File: src/rtl/btn_conditioner.sv
// Multi-channel push-button conditioner: per-channel synchroniser, tick-paced
// debouncer and one-cycle rise/fall strobes, sharing one programmable prescaler.
module btn_conditioner #(
  parameter int CHANNELS     = 4,
  parameter int CNT_W        = 16,
  parameter int STABLE_TICKS = 4,
  parameter int SYNC_STAGES  = 2
) (
  input  logic                clk,
  input  logic                rst_n,
  input  logic [CNT_W-1:0]    period,
  input  logic [CHANNELS-1:0] btn,
  output logic                tick,
  output logic [CHANNELS-1:0] level,
  output logic [CHANNELS-1:0] rise,
  output logic [CHANNELS-1:0] fall
);

  localparam int STAB_W = $clog2(STABLE_TICKS + 1);
  localparam logic [STAB_W-1:0] STAB_LAST = STAB_W'(STABLE_TICKS - 1);

  logic [CNT_W-1:0]    r_cnt;
  logic                r_tick;
  logic [CHANNELS-1:0] r_sync [SYNC_STAGES];
  logic [STAB_W-1:0]   r_stab [CHANNELS];
  logic [CHANNELS-1:0] r_level;
  logic [CHANNELS-1:0] r_rise;
  logic [CHANNELS-1:0] r_fall;
  logic [CHANNELS-1:0] w_s;

  // Period is only sampled on reload, so a mid-count change never shortens a period.
  always_ff @(posedge clk or negedge rst_n) begin
    if (!rst_n) begin
      r_cnt  <= '0;
      r_tick <= 1'b0;
    end else if (r_cnt == '0) begin
      r_tick <= 1'b1;
      r_cnt  <= (period == '0) ? '0 : period - CNT_W'(1);
    end else begin
      r_tick <= 1'b0;
      r_cnt  <= r_cnt - CNT_W'(1);
    end
  end

  always_ff @(posedge clk or negedge rst_n) begin
    if (!rst_n) begin
      for (int k = 0; k < SYNC_STAGES; k++) r_sync[k] <= '0;
    end else begin
      r_sync[0] <= btn;
      for (int k = 1; k < SYNC_STAGES; k++) r_sync[k] <= r_sync[k-1];
    end
  end

  assign w_s = r_sync[SYNC_STAGES-1];

  // Any tick that sees the input agree with the current level restarts the count.
  always_ff @(posedge clk or negedge rst_n) begin
    if (!rst_n) begin
      for (int i = 0; i < CHANNELS; i++) r_stab[i] <= '0;
      r_level <= '0;
      r_rise  <= '0;
      r_fall  <= '0;
    end else begin
      r_rise <= '0;
      r_fall <= '0;
      if (r_tick) begin
        for (int i = 0; i < CHANNELS; i++) begin
          if (w_s[i] == r_level[i]) begin
            r_stab[i] <= '0;
          end else if (r_stab[i] == STAB_LAST) begin
            r_level[i] <= w_s[i];
            r_rise[i]  <= w_s[i];
            r_fall[i]  <= ~w_s[i];
            r_stab[i]  <= '0;
          end else begin
            r_stab[i] <= r_stab[i] + STAB_W'(1);
          end
        end
      end
    end
  end

  assign tick  = r_tick;
  assign level = r_level;
  assign rise  = r_rise;
  assign fall  = r_fall;

endmodule

File: config.mk
export PLATFORM = sky130hd
export DESIGN_NAME = btn_conditioner
export DESIGN_NICKNAME = d
export VERILOG_FILES = /design/src/rtl/btn_conditioner.sv
export SDC_FILE = /design/constraint.sdc
export NUM_CORES = 1
export LEC_CHECK = 0
export CAP_MARGIN = 20
export CORE_MARGIN = 2
export CORE_UTILIZATION = 34
export CTS_BUF_LIST = sky130_fd_sc_hd__clkbuf_4 sky130_fd_sc_hd__clkbuf_8 sky130_fd_sc_hd__clkbuf_16
export DETAILED_ROUTE_END_ITERATION = 10
export PLACE_DENSITY = 0.56
export SLEW_MARGIN = 20
export SYNTH_ARGS = -nofsm -noshare
export SYNTH_HDL_FRONTEND = slang
export SYNTH_SLANG_ARGS = --single-unit
File: constraint.sdc
create_clock -name clk -period 2.2 [get_ports clk]
set_clock_uncertainty 0.15 [all_clocks]
set_input_delay 0.44 -clock clk [delete_from_list [all_inputs] [get_ports clk]]
set_output_delay 0.44 -clock clk [all_outputs]
set_load 0.01 [all_outputs]
==> qor.csv <==
metric;value;unit
critPathArrivalTime;2.03;ns
max_freq;497;MHz
cp_slowest_cell;clkdlybuf4s50_1;
clkPwrFrac;0.335;
drive_gt1_frac;0.224;
critPathLaunchType;primary input;
dp_cells;372;
route.detailed.drc;0;
p_sw;0.000329;W
syn_nets;247;
critical_path_required;2.22;ns
dp_hpwl;3.51;mm
io_buffer_count;34;
firstDrtPassIters;4;
synth-edff-count;0;
netSwitchingFraction;0.209;
final_nets;310;
relSlewSlack;0.740;
vias_per_cell;4.64;
cts_buffers;5;
finalCritPeriodShare;0.914;
cp-end-kind;flip-flop;
fp.dieW;89.8;um
worst_pin_slew;0.388;ns
clock_latency;0.29;ns
p_leak;1.28;nW
initial_core_util;0.349;
wirelength;4.48;mm
ys.flop_type;dfrtp_1;
ys_ff_latch;49;
ys_seq_area_frac;0.490;
grt_pass1_vias;1707;
fp.dieH;89.8;um
avgSynthCellArea;11.5;um2
area_delta_synth_final;29.7;%
synth.top_cell.area_share;0.490;
syn_inst;218;
synth_largest_area_cell;dfrtp_1;
final_antenna_net_count;0;
cp_cell_sequence;clkdlybuf4s50_1, inv_1, ha_1, nor3b_2, nand2_1, o31ai_2, buf_12, o22ai_1;
clock-sinks;49;
setup_tns;0;ns
cts_resized;0;
finalSetupViolations;0;
critPathLaunch;period[0];
hold_slack;0.202;ns
hold_viol_final;0;
stdcell_count;380;
synth_warnings;0;
path_buf_inv;3;
cts_root_buffer;clkbuf_8;
crit_path_max_incr_delay;0.42;ns
synth_cell_types;40;
ys_top_cells_by_count;49 x dfrtp_1, 17 x xnor2_1, 13 x nand2_1, 13 x nor2_1, 11 x inv_1;
post-route-util;0.452;
antenna_found_initial;0;
rsz0062_at_grt;no;
path_max_fanout;14;
wl_per_cell;11.8;um
seqPwrFrac;0.579;
grt_max_degree;23;
min_period;2.01;ns
cts_tree;done;
rows;31;
cts_max_level;2;
clkTransAtPathRegs;0.08;ns
post_cts_buffers;0;
hp-class;reg -> reg;
dr.first_iter.drc_count;68;
boundaryPins;35;
power_density;486;nW/um2
ir_drop;193;uV
timing.rr.start;r_cnt[2]$_DFF_PN0_;
yosys-top-cells-area;dfrtp_1 49%, xnor2_1 6.0%, o22ai_2 5.0%;
p_int;0.00125;W
crit_family;buffers and inverters;
vias;1763;
core;7180;um2
status;finished clean;
antenna_cells;0;
synthArstFlopShare;1.00;
finalMaxSlewViolations;0;
fillers;669;
dieArea;8060;um2
max-cap-violations;0;
grt-ovfl-total;0;
synth_area;2500;um2
grt_pass1_wl;7.81;mm
clockBufferDepth;2;
grtUsageTotal;0.118;
gp_congestion;0.861;
synthMostInstantiatedCell;dfrtp_1;
path_class;in -> reg;
pwr-share-comb;0.086;
min-delay-start;r_sync[7]$_DFF_PN0_;
## metal layers
metal  up-vias  global-route usage  share of wire
met4         0              0.0385         0.0096
met2        35               0.196           0.47
met1       827               0.156           0.48
li1        896                   -              -
met5         -                   0              0
met3         5              0.0235          0.035
## through the flow
stage | area, um2 | power [W] | setup WS, ns
after global routing | 3240 | 0.00166 | 0.0268
after global placement | 3140 | 0.00107 | -0.0894
after CTS | 3240 | 0.00161 | 0.180
final | 3240 | 0.00157 | 0.190
after floorplan | 2500 | 0.000963 | 0.270
after detailed placement | 3140 | 0.00107 | -0.142
## final timing paths
check                           depth (start not counted)  slack (ns)                   to
worst max-delay path                                    8        0.19   r_cnt[1]$_DFF_PN0_
min in group asynchronous                               2        0.44    fall[2]$_DFF_PN0_
worst min register to register                          0        0.20     w_s[3]$_DFF_PN0_
worst min-delay path                                    0        0.20     w_s[3]$_DFF_PN0_
worst max register to register                          5        0.26  r_cnt[10]$_DFF_PN0_
max in group asynchronous                               3        0.95   r_cnt[4]$_DFF_PN0_
## cell families after synthesis
kind of cell | after synthesis | synth area share
flops | 49 | 0.490
compound gates | 34 | 0.113
buf+inv | 15 | 0.0285
xor+xnor | 27 | 0.0945
fa+ha+maj | 7 | 0.0350
mux | 6 | 0.0270
simple gates | 80 | 0.212
## cell usage in the layout (no fill, tap or decap), types with 2 or more instances in the layout
cell,n
nor3b_1,10
clkbuf_8,6
nor2b_1,3
nor4_4,2
buf_4,23
inv_1,11
nand4_1,3
dfrtp_1,49
buf_12,2
a21oi_1,2
o22ai_2,10
nor2_1,13
nand3_1,4
nor3_1,7
nand2_1,13
o22ai_1,9
nor3_2,3
xor2_1,10
clkdlybuf4s50_1,33
mux2_2,6
xnor2_1,17
o21ai_0,4
ha_1,7
o21a_1,2
o21ai_1,2
nand3b_1,3
nor4_2,2
and2_1,4
nor4_1,5
## power by group through the flow
stage	Sequential [W]	Clock [W]	Combinational, W
after floorplan	0.000929	0	0.0000338
final	0.000912	0.000528	0.000135
after CTS	0.000912	0.000561	0.000139
after detailed placement	0.000930	0	0.000137
after global routing	0.000914	0.000601	0.000149
after global placement	0.000930	0	0.000136
## worst reg2reg max path: cells and delay by family (launching register included)
kind / cells / cell delay, ns
DFF: 1 / 0.43
and+or+nand+nor: 3 / 0.95
xor gates and xnor gates: 1 / 0.21
AOI/OAI and AO/OA: 1 / 0.09
## registers in the layout, summed over array words and instances (netlist names)
name,cells
w_s,4
r_sync,4
level,4
r_cnt,16
rise,4
r_stab,12
fall,4
tick,1
## area by class of cell
type                       instances  area, um2  share of cell area
inverter                          11       41.3              0.0127
timing repair buffer              60        558               0.172
sequential                        49       1230               0.378
clock buffer                       7       90.1              0.0278
multi-input combinational        154       1200               0.371
tap                               99        124              0.0382
## what timing repair did
item | CTS | global route
hold buffers | 1 | 0
setup endpoints to repair | 0 | 0
hold endpoints to repair | 15 | 0
(Power assumes the default switching activity.)
==> RTL change (config.mk and constraints unchanged) <==
`STABLE_TICKS`: 4 -> 2.
--- a/src/rtl/btn_conditioner.sv
+++ b/src/rtl/btn_conditioner.sv
@@ -4,5 +4,5 @@
   parameter int CHANNELS     = 4,
   parameter int CNT_W        = 16,
-  parameter int STABLE_TICKS = 4,
+  parameter int STABLE_TICKS = 2,
   parameter int SYNC_STAGES  = 2
 ) (
Behaviour: not the same (Yosys sat finds a counterexample within 10 cycles, from zero or initial values and one cycle with rst_n low).
==> RTL change against the unedited design <==
Area after synthesis shrank 12%; worst setup slack lost 0.060 ns; maximum frequency shrank 2.9%; count of clock-buffer cells in the layout is the same; critical path type unchanged; power shrank 6.0%; final area shrank 10%; sequential share of layout area grew 0.82 points; wire length shrank 11%; sequential cell count shrank 4; critical endpoint is now r_cnt[4].
==> RTL change: results (changes against the unedited design) <==
Timing
  • WHS: 0.0709 ns (-0.131 ns)
  • Final worst path period share: 94.1% (+2.7 points)
  • Slew Limit Headroom: 62.6% (-11 points)

Synth
  • Cell variety after synth: 32 (-20%)
  • Synth top cells by count: 45 x dfrtp_1, 20 x nor2_1, 13 x xor2_1, 12 x xnor2_1, 10 x nand2b_1
  • XOR/XNOR Fraction of Synth Area: 10.0% (+0.55 points)
  • Post-synthesis mux area share: 5.49% (+2.8 points)
  • Asr flop ratio synth: 100% (unchanged)
  • Mapped Avg Cell Area: 11.5 um2 (about the same)
  • Post-synthesis compound-gate area fraction: 8.74% (-2.6 points)
  • Adder-cell share of the synthesized area: 1.71% (-1.8 points)
  • Synth top area cells: dfrtp_1 51%, xor2_1 5.2%, xnor2_1 4.8%
  • Top FF cell, synth: dfrtp_1
  • Syn Nets: 216 (-13%)
  • Sequential share of the synthesized area: 51.4% (+2.4 points)

Layout
  • Ratio of cells with drive above 1 in the final layout: 23.4% (+1.0 points)
  • Total Nets Final: 281 (-9.4%)
  • ANT cells: 0 (unchanged)
  • Largest registers: r_cnt x16, r_stab x8

Power and ir drop
  • Sequential power: 0.837 mW (-8.2%)
  • Switching Fraction: 21.4% (+0.49 points)
  • Combinational power: 0.124 mW (-8%)
  • VDD IR-drop max: 0.000325 V (+69%)
  • P_sw: 0.317 mW (-3.8%)
  • Leak Pwr: 1.17 nW (-8.7%)

Worst setup path
  • Critical path peak fanout: 10 (-4)
  • Max stage delay cell, worst path: or3_1
  • Worst reg-to-reg setup slack: 0.24 ns (-0.02 ns)
  • Slowest Stage Delay on Critical Path: 0.45 ns (+0.03 ns)
  • Data arrival, critical path: 2.09 ns (+0.06 ns)
  • Crit path to: r_cnt[4]
  • Setup crit start: period[5]
  • Reg2Reg Depth: 7 (+2)
  • Worst R2R Start: r_cnt[0]

CTS
  • Inserted Clock Buffers: 5 (unchanged)
  • Post-CTS Setup Bufs: 0 (unchanged)

GRT
  • Routing usage on met3: 4.23% (+1.9 points)
  • Met1 usage: 14.1% (-1.5 points)
  • First-pass GRT wire length: 6.78 mm (-13%)
  • Pin count of the biggest net entering global routing: 46 (+100%)
  • GR Util met2: 20.9% (+1.3 points)
  • GRT Total Usage: 12.0% (+0.21 points)
  • Initial antenna violation count: 0 (unchanged)
  • Vias in the first global route: 1546 (-9.4%)

Placement
  • Hpwl dp: 3.04 mm (-13%)
  • Pre-CTS WS: -0.271 ns (-0.130 ns)
  • Post-placement cell count: 326 (-12%)
  • Post-DP Area: 2810 um2 (-10%)
  • GPL Wtd Cong: 0.856 (-0.65%)

Drt
  • Met2 routed WL: 1.92 mm (-9.6%)
  • DR WL/cell: 12.0 um (+1.7%)
  • Initial DRC count: 27 (-60%)
  • Via count: 1561 (-11%)
  • Routed wl met3: 219 um (+39%)
  • Final WL: 4.00 mm (-11%)
  • M1 WL: 1.81 mm (-16%)

Min path
  • Min-Delay Path Class: input pin to async pin

Run status
  • Status: completed
RTL change: cell types whose count changed after synthesis, moves of 4 or more:
cell | unedited run | this run
xnor2_1 | 17 | 12
nor2_1 | 13 | 20
dfrtp_1 | 49 | 45
nand2b_1 | 1 | 10
o22ai_1 | 9 | 5
nor3b_1 | 10 | 0
inv_1 | 11 | 5
and2_1 | 4 | 0
nand2_1 | 13 | 5
ha_1 | 7 | 3
RTL change: layout make-up:
cell class	instances	area, um2
multi-input combinational	138	1030
clock buffer	7	90.1
tap	77	96.3
inverter	5	18.8
sequential	45	1130
fill	592	3360
timing repair buffer	61	551
RTL change: critical path, delay by kind of cell:
family                 cells  cell delay [ns]
AOI/OAI and AO/OA          1             0.06
buffers and inverters      2             0.55
and+or+nand+nor            4             1.03
